<file path="src/rtl/adc_burst_sched.sv">
// adc_burst_sched: paces one-cycle sts pulses to the ADC acquire FSM and counts samples per burst; watchdog via ADC_SCHED_WDOG_EN.
// Latency: start -> sts 1 cycle, pulses P cycles apart; no backpressure, waits on eos_i and holds off the next sts until the FSM is idle.
module adc_burst_sched #(
  parameter int PER_W    = 24,
  parameter int CNT_W    = 16,
  parameter int WDOG_CYC = 1_000_000
) (
  input  logic             clk_i,
  input  logic             rst_ni,
  input  logic             start_i,
  input  logic             stop_i,
  input  logic [PER_W-1:0] period_i,
  input  logic [CNT_W-1:0] nsamp_i,
  input  logic             eos_i,
  output logic             sts_o,
  output logic             busy_o,
  output logic             done_o,
  output logic             overrun_o,
  output logic             timeout_o,
  output logic [CNT_W-1:0] scount_o
);

  typedef enum logic [2:0] {
    S_IDLE, S_ISSUE, S_WAIT_ACK, S_WAIT_EOS, S_PACE, S_FINISH
  } state_t;

  state_t           state_q, state_d;
  logic [PER_W-1:0] per_q, pcnt_q, per_lat;
  logic [CNT_W-1:0] nsamp_q, scount_q, scount_inc;
  logic             overrun_q, stop_pend_q;
  logic             accept, in_wait, last_smp, wdog_fire;

  if (PER_W < 2 || CNT_W < 1 || WDOG_CYC < 2) begin : g_bad_cfg
    $error("adc_burst_sched: unsupported parameter set");
  end

  assign accept     = (state_q == S_IDLE) && start_i && eos_i;
  assign per_lat    = (period_i < PER_W'(2)) ? PER_W'(2) : period_i;
  assign in_wait    = (state_q == S_WAIT_ACK) || (state_q == S_WAIT_EOS);
  assign scount_inc = scount_q + 1'b1;
  assign last_smp   = (nsamp_q != '0) && (scount_inc == nsamp_q);

  always_ff @(posedge clk_i or negedge rst_ni) begin
    if (!rst_ni) state_q <= S_IDLE;
    else         state_q <= state_d;
  end

  always_comb begin
    state_d = state_q;
    sts_o   = (state_q == S_ISSUE);
    done_o  = (state_q == S_FINISH);
    busy_o  = (state_q != S_IDLE);
    case (state_q)
      S_IDLE:     if (accept) state_d = S_ISSUE;
      S_ISSUE:    state_d = S_WAIT_ACK;
      S_WAIT_ACK: begin
        if (wdog_fire)   state_d = S_FINISH;
        else if (!eos_i) state_d = S_WAIT_EOS;
      end
      // a stop arriving on the same edge as eos still ends the burst here
      S_WAIT_EOS: begin
        if (wdog_fire)  state_d = S_FINISH;
        else if (eos_i) state_d = (last_smp || stop_pend_q || stop_i) ? S_FINISH : S_PACE;
      end
      S_PACE: begin
        if (stop_i)              state_d = S_FINISH;
        else if (pcnt_q == '0)   state_d = S_ISSUE;
      end
      S_FINISH:   state_d = S_IDLE;
      default:    state_d = S_IDLE;
    endcase
  end

  // period counter is loaded on entry to ISSUE so PACE can release exactly P cycles later
  always_ff @(posedge clk_i or negedge rst_ni) begin
    if (!rst_ni) begin
      per_q       <= '0;
      nsamp_q     <= '0;
      pcnt_q      <= '0;
      scount_q    <= '0;
      overrun_q   <= 1'b0;
      stop_pend_q <= 1'b0;
    end else begin
      if (accept) begin
        per_q   <= per_lat;
        nsamp_q <= nsamp_i;
      end
      if (state_d == S_ISSUE)
        pcnt_q <= (accept ? per_lat : per_q) - 1'b1;
      else if (state_q != S_IDLE && pcnt_q != '0)
        pcnt_q <= pcnt_q - 1'b1;
      if (accept)
        scount_q <= '0;
      else if (state_q == S_WAIT_EOS && eos_i && !wdog_fire)
        scount_q <= scount_inc;
      if (accept)
        overrun_q <= 1'b0;
      else if (in_wait && pcnt_q == '0)
        overrun_q <= 1'b1;
      if (accept)
        stop_pend_q <= 1'b0;
      else if (stop_i && (state_q == S_ISSUE || in_wait))
        stop_pend_q <= 1'b1;
    end
  end

`ifdef ADC_SCHED_WDOG_EN
  localparam int WD_W = $clog2(WDOG_CYC + 1);
  logic [WD_W-1:0] wcnt_q;
  logic            timeout_q;

  // wcnt equals cycles since ISSUE, so firing at WDOG_CYC-1 puts FINISH WDOG_CYC cycles after ISSUE
  assign wdog_fire = in_wait && (wcnt_q == WD_W'(WDOG_CYC - 1));
  assign timeout_o = timeout_q;

  always_ff @(posedge clk_i or negedge rst_ni) begin
    if (!rst_ni) begin
      wcnt_q    <= '0;
      timeout_q <= 1'b0;
    end else begin
      if (accept)         timeout_q <= 1'b0;
      else if (wdog_fire) timeout_q <= 1'b1;
      if (state_d == S_ISSUE)
        wcnt_q <= '0;
      else if (state_q == S_ISSUE || in_wait)
        wcnt_q <= wcnt_q + 1'b1;
    end
  end
`else
  assign wdog_fire = 1'b0;
  assign timeout_o = 1'b0;
`endif

  assign overrun_o = overrun_q;
  assign scount_o  = scount_q;

endmodule

</file>
<file path="config.mk">
export PLATFORM = sky130hd
export DESIGN_NAME = adc_burst_sched
export DESIGN_NICKNAME = d
export VERILOG_FILES = /design/src/rtl/adc_burst_sched.sv
export SDC_FILE = /design/constraint.sdc
export NUM_CORES = 1
export LEC_CHECK = 0
export ABC_AREA = 0
export BUFFER_PORTS_ARGS = -buffer_cell sky130_fd_sc_hd__buf_2
export CELL_PAD_IN_SITES_DETAIL_PLACEMENT = 0
export CELL_PAD_IN_SITES_GLOBAL_PLACEMENT = 1
export CORE_MARGIN = 1
export CORE_UTILIZATION = 47
export DETAILED_ROUTE_END_ITERATION = 16
export GPL_TIMING_DRIVEN = 0
export HOLD_SLACK_MARGIN = 0.06
export MAX_ROUTING_LAYER = met4
export PLACE_DENSITY = 0.82
export SLEW_MARGIN = 0
export SYNTH_ARGS = -nofsm -noshare
export SYNTH_HDL_FRONTEND = slang
export SYNTH_SLANG_ARGS = --single-unit
export TNS_END_PERCENT = 10
</file>
<file path="constraint.sdc">
create_clock -name clk_i -period 7.17 [get_ports clk_i]
set_clock_uncertainty 0.15 [all_clocks]
set_input_delay 1.7925 -clock clk_i [delete_from_list [all_inputs] [get_ports clk_i]]
set_output_delay 1.7925 -clock clk_i [all_outputs]
set_load 0.01 [all_outputs]
</file>
* Word-level counts from Yosys, hierarchy flattened *
Cells that the tools add are included.

cells by class
  add/sub/neg operators = 3
  order comparisons = 1
  eq/ne operators = 7
  muxes and demuxes = 17
  reductions and logical operators = 20

operator list
  operator                                                               number
  24-bit 2-to-1 mux                                                      4
  24-bit by 1-bit subtractor with 24-bit output, second input constant   2
  16-bit 2-to-1 mux                                                      2
  24-bit logical NOT                                                     1
  24-bit by 2-bit < comparator with 1-bit output, second input constant  1
  24-bit nonzero test                                                    1
  16-bit by 1-bit adder with 16-bit output, second input constant        1
  16-bit equality test                                                   1
  16-bit nonzero test                                                    1
  3-bit 2-to-1 mux                                                       5
  3-bit one-hot mux with 5 select lines                                  1
  2-bit nonzero test                                                     4
  1-bit logical AND                                                      7
  3-bit by 1-bit equality test with 1-bit output, second input constant  2
  3-bit by 2-bit equality test with 1-bit output, second input constant  2
  3-bit equality test, second input constant                             2
  1-bit 2-to-1 mux                                                       5
  1-bit logical OR                                                       4
  3-bit logical NOT                                                      1
  3-bit nonzero test                                                     1

storage, ports and cells
  bits in registers = 85
  input port bits = 45
  output and inout bits = 21
  word-level logic and storage cells = 55

* Depth between registers and ports, before layout *
Gate-level depths: netlist (run 1).

  depth in word-level cells = 10
  depth in mapped cells = 17
  gate-level depth less buffers = 14

* Worst setup path before layout (run 1) *
OpenSTA, ideal clock, no wires.

  path kind = input -> register
  from = in eos_i
  to = reg pcnt_q[20]
  library setup time = 0.137 ns
  arrival time = 4.480 ns
  required time = 6.883 ns
  path slack = 2.403 ns
  stages = 17
  buffers on the path = 4
  path through = and2_1 clkbuf_1 nand2_1 clkbuf_1 clkbuf_1 nand2_1 o21ai_0 nor2_1 o21bai_1 ha_1 clkbuf_1 and3_1 a32oi_1 nand2_1 nand4_1 xor2_1 mux2i_1

on the way
  word-level cells in the longest chain between the ends = 5
  elaborated cells between the ends (all ways) = 10
  classes of those cells = add/sub (1); eq/ne (1); mux (6); reduce/logical (2)

ends and longest elaborated chain
  what                                                                                                   line  RTL
  start: declaration                                                                                     14    input logic eos_i,
  parallel branches: the longest is 5 deep, another holds 24-bit by 1-bit subtractor with 24-bit output  n/a
  end signal: assignment                                                                                 89    pcnt_q <= (accept ? per_lat : per_q) - 1'b1;
  end signal: assignment                                                                                 91    pcnt_q <= pcnt_q - 1'b1;
  end: declaration                                                                                       28    logic [PER_W-1:0] per_q, pcnt_q, per_lat;

Parallel ways; which one is timed is not known.
A chain may end at the register's enable or synchronous reset.

* Worst setup path after layout (run 1) *
Ends and elaborated chain as after synthesis.

==> results.py, run 1 <==
metrics = {
    "status": {
        "status": "finished clean",
    },
    "synthesis": {
        "yosys-top-cells-area": "dfrtp_1 41%, nand2_1 9.9%, xnor2_1 6.1%",
        "yosysWarnings": 0,
        "synth-seq-cells": 85,
        "yosys.cell_types.count": 66,
        "synth_top_area_share_pct": 41.0,
        "postSynthAreaPerCell_um2": 8.41,
        "synth_ff_type": "dfrtp_1",
        "synth_seq_area_share_pct": 41.0,
        "yosys.area.top_type": "dfrtp_1",
        "synth_cells": 617,
        "syn_nets": 664,
        "synth_edf_count": 0,
        "synth_area_um2": 5190,
        "synthArstFlopShare_pct": 100,
    },
    "critical_path": {
        "cpMaxStageDelayCell": "clkbuf_1",
        "cpPeakStageDelay_ns": 0.60,
        "cp.arrival_ns": 5.91,
        "reg2reg_depth": 15,
        "reg2reg_to": "pcnt_q[20]",
        "worstPathMaxFanout": 10,
        "r2r-start": "pcnt_q[13]",
        "path_cells": "buf_2 > and2_1 > clkbuf_1 > nand2_1 > clkbuf_1 > clkbuf_1 > nand2_1 > o21ai_0 > nor2_1 > o21bai_1 > ha_1 > clkbuf_1 > and3_1 > a32oi_1 > nand2_1 > nand4_1 > xor2_1 > mux2i_1",
        "crit_start": "eos_i",
        "crit_required_ns": 7.26,
        "crit_family": "buffers and inverters",
        "rrSetupSlack_ns": 2.51,
        "path_buf_inv": 5,
        "critPathMostFrequentCell": "clkbuf_1",
        "setup.worst_path.start_class": "input pin",
        "critPathCaptureType": "flip-flop",
        "path_class": "input pin to flip-flop",
        "worstSetupEndpoint": "pcnt_q[20]",
        "cp_num_cells": 18,
    },
    "timing": {
        "slew-limit-headroom_pct": 23.7,
        "drv_slew": 0,
        "hold_violations": 0,
        "fin_tns_setup_ns": 0,
        "finalCriticalPeriod_ns": 5.82,
        "fmax_ghz": 0.172,
        "post-route-period-util_pct": 81.2,
        "rsz0062_at_grt": "no",
        "worstMarginPinSlew_ns": 1.14,
        "finalSetupViolations": 0,
    },
    "routing": {
        "wl_per_cell_um": 17.5,
        "vias_per_cell": 5.78,
        "drc": 0,
        "finalWirelength_um": 14600,
        "via_count": 4817,
        "ant_nets": 0,
        "dr.pass1.iters": 5,
        "drt-initial-drc-count": 297,
    },
    "final_layout": {
        "diodes": 0,
        "drive_gt1_share_pct": 15.0,
        "final_util_pct": 56.3,
        "nets": 740,
        "area_delta_synth_final_pct": 14.0,
        "n_fill_cell": 1018,
    },
    "floorplan": {
        "io_pins": 66,
        "rows": 37,
        "fp.dieArea_um2": 11500,
        "die_w_um": 107,
        "core_um2": 10500,
        "initial_core_util_pct": 49.4,
        "fp.dieH_um": 107,
    },
    "clocking": {
        "cts_sinks": 85,
        "insertion_delay_ns": 0.38,
        "cts-root-buf": "clkbuf_8",
        "htree_levels": 3,
        "postCtsHoldBufs": 0,
        "cts_tree": "yes",
        "post_cts_buffers": 0,
        "clk_pin_slew_ns": 0.08,
        "cts_buffer_depth": 2,
        "numCtsBuffers": 9,
        "cts_resized": 0,
    },
    "global_route": {
        "grt_max_degree": 44,
        "antenna_found_initial": 0,
        "grt_pass1_vias": 4577,
        "grt_use_total_pct": 28.1,
        "grt_pass1_wl_um": 23600,
        "gr-total-overflow": 0,
    },
    "flow_run": {
        "maxCapViolations": 0,
    },
    "power_and_ir_drop": {
        "leakage_nw": 2.76,
        "powerDensity_nw_per_um2": 360,
        "peakVddDrop_mv": 0.184,
    },
    "worst_hold_path": {
        "min_path_type": "flip-flop to flip-flop",
    },
    "place": {
        "place_congestion": 0.885,
        "dp_hpwl_um": 11000,
        "port_buffers": 64,
    },
}
-- metrics by stage --
stage | instance area (um^2) | std cells | hold slack (ns) | total power [mW] | worst slack (ns)
detailed placement | 5710 | 818 | 0.337 | 1.77 | 0.991
floorplan | 5190 | 617 | 0.309 | 1.49 | 2.40
global route | 5910 | 834 | 0.385 | 2.29 | 1.12
finish | 5910 | 834 | 0.355 | 2.13 | 1.35
CTS | 5910 | 834 | 0.359 | 2.13 | 1.39
global placement | 5680 | 817 | 0.327 | 1.74 | 0.981
-- worst min-delay path, delay by kind of cell (launching register included) --
family / cells / cell delay, ns
flops: 1 / 0.33
simple gates: 2 / 0.13
-- worst min path at each step --
stage	from	endpoint	slack, ns	cells past startpoint
finish	per_q[23]	per_q[23]	0.36	2
detailed placement	stop_pend_q	stop_pend_q	0.34	2
floorplan	per_q[23]	per_q[23]	0.31	2
global placement	stop_pend_q	stop_pend_q	0.33	2
global route	per_q[23]	per_q[23]	0.39	2
CTS	stop_pend_q	stop_pend_q	0.36	2
-- layout make-up --
| class | count | area, um^2 | share of cell area, % |
|---|---|---|---|
| tap | 136 | 170 | 2.88 |
| inverter | 9 | 33.8 | 0.571 |
| multi-input combinational | 492 | 2890 | 48.8 |
| buffer | 31 | 139 | 2.35 |
| sequential | 85 | 2130 | 36.0 |
| clock inverter | 6 | 70.1 | 1.18 |
| timing repair buffer | 65 | 350 | 5.92 |
| clock buffer | 10 | 138 | 2.33 |
-- sequential cells by signal, summed over array words and instances (netlist names) --
name and cells:
scount_o 16, state_q 3, stop_pend_q 1, per_q 24, nsamp_q 16, overrun_o 1
pcnt_q 24
-- placed cells by master, fill, tap and decap left out, types with 4 or more instances in the layout --
cell type  instances
a21oi_1           20
a31oi_1            4
and2_1             4
and3_1            13
buf_1              4
buf_2             69
clkbuf_1          18
clkbuf_8          10
dfrtp_1           85
inv_1              8
mux2i_1           14
nand2_1          137
nand3_1           21
nand4_1           16
nor2_1            52
nor3_1            17
nor4_1            15
o21ai_0           32
o21ai_1            5
o31ai_1           13
or3_1              9
xnor2_1           36
xor2_1            23
-- metal layers --
| layer | GRT usage, % | wire length, um | up-vias | part of all wire (%) |
|---|---|---|---|---|
| met1 | 40.6 | 6990 | 2298 | 48 |
| met3 | 4.56 | 1070 | 21 | 7.4 |
| met5 | - | 0 | - | 0 |
| met2 | 39.3 | 6210 | 186 | 43 |
| met4 | 10.7 | 294 | 0 | 2.0 |
| li1 | - | - | 2312 | - |
-- cells by family after synthesis --
logic type | after synthesis | share of synthesized area [%]
AO/OA/AOI/OAI | 101 | 12.7
XOR/XNOR | 59 | 9.96
adder cells (fa/ha/maj) | 2 | 0.482
buffers and inverters | 40 | 3.33
flip-flops | 85 | 41.0
multiplexers | 16 | 3.14
other | 1 | 0.0723
AND/OR/NAND/NOR | 313 | 29.3
-- power by group --
| group | internal [mW] | leakage (nW) | switching (mW) | total [mW] |
|---|---|---|---|---|
| clock network | 0.174 | 0.107 | 0.189 | 0.363 |
| logic | 0.368 | 1.58 | 0.560 | 0.929 |
| registers | 0.667 | 1.07 | 0.172 | 0.839 |
| total | 1.21 | 2.76 | 0.922 | 2.13 |
-- Yosys cell counts, types with 2 or more instances --
cell	count
nand2_1	137
dfrtp_1	85
nor2_1	52
xnor2_1	36
o21ai_0	32
xor2_1	23
nand3_1	21
a21oi_1	20
clkbuf_1	18
nor3_1	17
nand4_1	16
nor4_1	15
mux2i_1	14
and3_1	13
o31ai_1	13
or3_1	9
inv_1	8
buf_2	6
o21ai_1	5
a31oi_1	4
and2_1	4
buf_1	4
a21o_1	3
a22oi_1	3
o211ai_1	3
a211o_1	2
and4_1	2
and4b_1	2
buf_4	2
ha_1	2
mux2_1	2
nand2b_1	2
nand3b_1	2
nand4b_1	2
nor2b_1	2
nor3b_1	2
o21a_1	2
o2bb2ai_1	2
or4_1	2
or4_4	2
Note: power is estimated with default switching activity, not from simulation.
==> inputs of run 2 (changes only) <==
--- a/config.mk
+++ b/config.mk
@@ -5,17 +5,17 @@
 export SDC_FILE = /design/constraint.sdc
 export NUM_CORES = 1
 export LEC_CHECK = 0
-export ABC_AREA = 0
+export ABC_AREA = 1
 export BUFFER_PORTS_ARGS = -buffer_cell sky130_fd_sc_hd__buf_2
 export CELL_PAD_IN_SITES_DETAIL_PLACEMENT = 0
 export CELL_PAD_IN_SITES_GLOBAL_PLACEMENT = 1
 export CORE_MARGIN = 1
-export CORE_UTILIZATION = 47
+export CORE_UTILIZATION = 38
 export DETAILED_ROUTE_END_ITERATION = 16
 export GPL_TIMING_DRIVEN = 0
 export HOLD_SLACK_MARGIN = 0.06
 export MAX_ROUTING_LAYER = met4
-export PLACE_DENSITY = 0.82
+export PLACE_DENSITY = 0.74
 export SLEW_MARGIN = 0
 export SYNTH_ARGS = -nofsm -noshare
 export SYNTH_HDL_FRONTEND = slang
==> constraint.sdc (replaced) <==
create_clock -name clk_i -period 4.7 [get_ports clk_i]
set_clock_uncertainty 0.15 [all_clocks]
set_input_delay 1.175 -clock clk_i [delete_from_list [all_inputs] [get_ports clk_i]]
set_output_delay 1.175 -clock clk_i [all_outputs]
set_load 0.01 [all_outputs]
==> run 2 against run 1 <==
Compared with the run above: core utilization decreased by 11 points; routed wire length increased by 1.0%; register-to-register slack got worse by 1.8 ns; hold slack got worse by 0.030 ns; sequential power increased by 55%; global-route usage decreased by 5.3 points; first-iteration DRC count increased by 0.34%; die area increased by 24%; combinational power increased to 2.5 times the previous value; largest cell class unchanged.
==> results.py, run 2 <==
metrics = {
    "status": {
        "status": "finished clean",
    },
    "flow_run": {
        "maxCapViolations": 0,
    },
    "timing": {
        "slew-limit-headroom_pct": 53.4,
        "fmax_ghz": 0.254,
        "post-route-period-util_pct": 83.9,
        "hold_violations": 0,
        "finalSetupViolations": 0,
        "drv_slew": 0,
        "fin_tns_setup_ns": 0,
        "worstMarginPinSlew_ns": 0.693,
        "finalCriticalPeriod_ns": 3.94,
        "rsz0062_at_grt": "no",
    },
    "critical_path": {
        "critPathCaptureType": "flip-flop",
        "path_class": "flip-flop to flip-flop",
        "cp.arrival_ns": 4.03,
        "setup.worst_path.start_class": "flip-flop",
        "crit_required_ns": 4.79,
        "worstPathMaxFanout": 10,
        "reg2reg_depth": 27,
        "r2r-start": "scount_o[0]",
        "crit_start": "scount_o[0]",
    },
    "global_route": {
        "grt_use_total_pct": 22.8,
        "gr-total-overflow": 0,
        "grt_max_degree": 60,
        "antenna_found_initial": 0,
        "grt_pass1_vias": 5059,
        "grt_pass1_wl_um": 24600,
    },
    "floorplan": {
        "fp.dieArea_um2": 14200,
        "io_pins": 66,
        "rows": 42,
        "core_um2": 13300,
        "fp.dieH_um": 119,
        "die_w_um": 119,
        "initial_core_util_pct": 39.1,
    },
    "clocking": {
        "insertion_delay_ns": 0.35,
        "cts-root-buf": "clkbuf_16",
        "post_cts_buffers": 0,
        "htree_levels": 3,
        "cts_buffer_depth": 2,
        "numCtsBuffers": 9,
        "clk_pin_slew_ns": 0.06,
        "cts_sinks": 85,
        "cts_tree": "yes",
        "postCtsHoldBufs": 0,
        "cts_resized": 0,
    },
    "place": {
        "port_buffers": 64,
        "place_congestion": 0.906,
        "dpl_cell_area_um2": 5790,
        "dp_hpwl_um": 11100,
    },
    "final_layout": {
        "top_regs": "pcnt_q: 24 flops, per_q: 24 flops",
        "nets": 883,
        "drive_gt1_share_pct": 14.4,
        "fin_area_um2": 6060,
        "diodes": 0,
        "mostFrequentLayoutCell": "nand2_1",
        "final_cell_mix": "243 x nand2_1, 106 x inv_1, 85 x dfrtp_1, 71 x nand3_1, 69 x buf_2",
        "n_fill_cell": 1413,
        "final_util_pct": 45.4,
        "area_delta_synth_final_pct": 16.0,
    },
    "synthesis": {
        "synth_ff_type": "dfrtp_1",
        "synthArstFlopShare_pct": 100,
        "yosys.area.top_type": "dfrtp_1",
        "yosys.cell_types.count": 34,
        "yosys-top-cells-area": "dfrtp_1 41%, nand2_1 17%, inv_1 7.6%",
        "syn_nets": 807,
        "synth_cells": 760,
        "postSynthAreaPerCell_um2": 6.87,
        "synth_seq_area_share_pct": 40.7,
        "synth.most_common_cell": "nand2_1",
        "synth_top_area_share_pct": 40.7,
        "synth_area_um2": 5220,
        "synth-seq-cells": 85,
        "synth_edf_count": 0,
        "yosysWarnings": 0,
        "ys_top_cells_by_count": "243 x nand2_1, 106 x inv_1, 85 x dfrtp_1",
    },
    "worst_hold_path": {
        "whs_path_depth": 2,
        "min_path_type": "flip-flop to flip-flop",
        "hp-start": "per_q[2]",
    },
    "power_and_ir_drop": {
        "peakVddDrop_mv": 0.366,
        "combPwrFrac_pct": 54.6,
        "intPower_mw": 2.25,
        "sw_frac_of_total_pct": 47.9,
        "powerDensity_nw_per_um2": 714,
        "clkPwrFrac_pct": 15.5,
        "leakage_nw": 3.10,
        "switching_power_mw": 2.07,
        "p_seq_share_pct": 30.0,
    },
    "routing": {
        "dr.pass1.iters": 6,
        "via_count": 5037,
        "ant_nets": 0,
        "wl_per_cell_um": 14.5,
        "drc": 0,
        "drt-initial-drc-count": 298,
        "finalWirelength_um": 14700,
        "vias_per_cell": 4.96,
    },
}
[run 2: changes by cell type in the layout (fill, tap and decap cells not counted), moves of 19 or more]
cell     delta
inv_1      +98
o21ai_0    +27
xor2_1     -19
nand3_1    +50
nand2_1   +106
xnor2_1    -32
[run 2: path summary, 6_finish.rpt]
| kind | endpoint | slack (ns) |
|---|---|---|
| max in group asynchronous | pcnt_q[20] | 3.18 |
| min in group asynchronous | nsamp_q[14] | 0.60 |
| min reg2reg | per_q[2] | 0.33 |
| max reg2reg | pcnt_q[22] | 0.76 |
| min | per_q[2] | 0.33 |
| max | pcnt_q[22] | 0.76 |
[run 2: cells by family after synthesis]
logic type               after synthesis  share of synthesized area (%)
AND/OR/NAND/NOR                      445                           38.3
buffers and inverters                131                           10.2
AO/OA/AOI/OAI                         88                           8.89
flip-flops                            85                           40.7
XOR/XNOR                               8                           1.34
adder cells (fa/ha/maj)                2                          0.479
other                                  1                         0.0718
[run 2: worst max-delay path, stage by stage, from the launching register on]
cell	delay, ns
dfrtp_1	0.46
ha_1	0.24
nand3_1	0.19
nor2_1	0.34
nand4_1	0.18
nand3_1	0.13
nand2_1	0.08
nor2_1	0.09
nand2_1	0.05
nor2_1	0.08
nand2_1	0.06
nand2_1	0.07
nand2_2	0.06
nand2_4	0.12
nand2_4	0.06
buf_6	0.14
buf_6	0.15
o21ai_2	0.13
ha_1	0.19
nand2_2	0.08
nor2_2	0.15
nand2_1	0.17
nor2_4	0.19
nand2_1	0.06
nand2_1	0.05
nand2_1	0.04
nand2_1	0.05
nand2_1	0.04
[run 2: stage by stage]
step	setup slack, ns	std cells	hold slack (ns)	total power [mW]
after floorplan	1.35	760	0.287	3.03
after global placement	0.610	1000	0.306	3.63
after detailed placement	0.612	1001	0.313	3.67
after CTS	0.735	1015	0.331	4.35
after global routing	0.381	1015	0.353	4.78
final	0.758	1015	0.326	4.33
[run 2: routing by layer]
metal	up-vias	part of all wire [%]	global-route usage, %
li1	2567	-	-
met1	2361	44	27.1
met2	83	50	38.6
met3	26	3.1	2.87
met4	0	2.8	10.4
met5	-	0	-
[run 2: layout make-up]
| cell class | count | area (um^2) | area share (%) |
|---|---|---|---|
| tap | 176 | 220 | 3.63 |
| clock inverter | 2 | 10.0 | 0.165 |
| timing repair buffer | 65 | 350 | 5.78 |
| multi-input combinational | 544 | 2560 | 42.3 |
| inverter | 109 | 409 | 6.75 |
| buffer | 22 | 124 | 2.04 |
| clock buffer | 12 | 256 | 4.23 |
| sequential | 85 | 2130 | 35.1 |
[run 2: power by group through the flow]
stage	Clock [mW]	Sequential, mW	Combinational, mW
2_1_floorplan	0	1.28	1.75
3_3_place_gp	0	1.29	2.33
3_5_place_dp	0	1.30	2.36
4_1_cts	0.684	1.29	2.38
5_1_grt	0.712	1.34	2.73
6_report	0.670	1.30	2.36
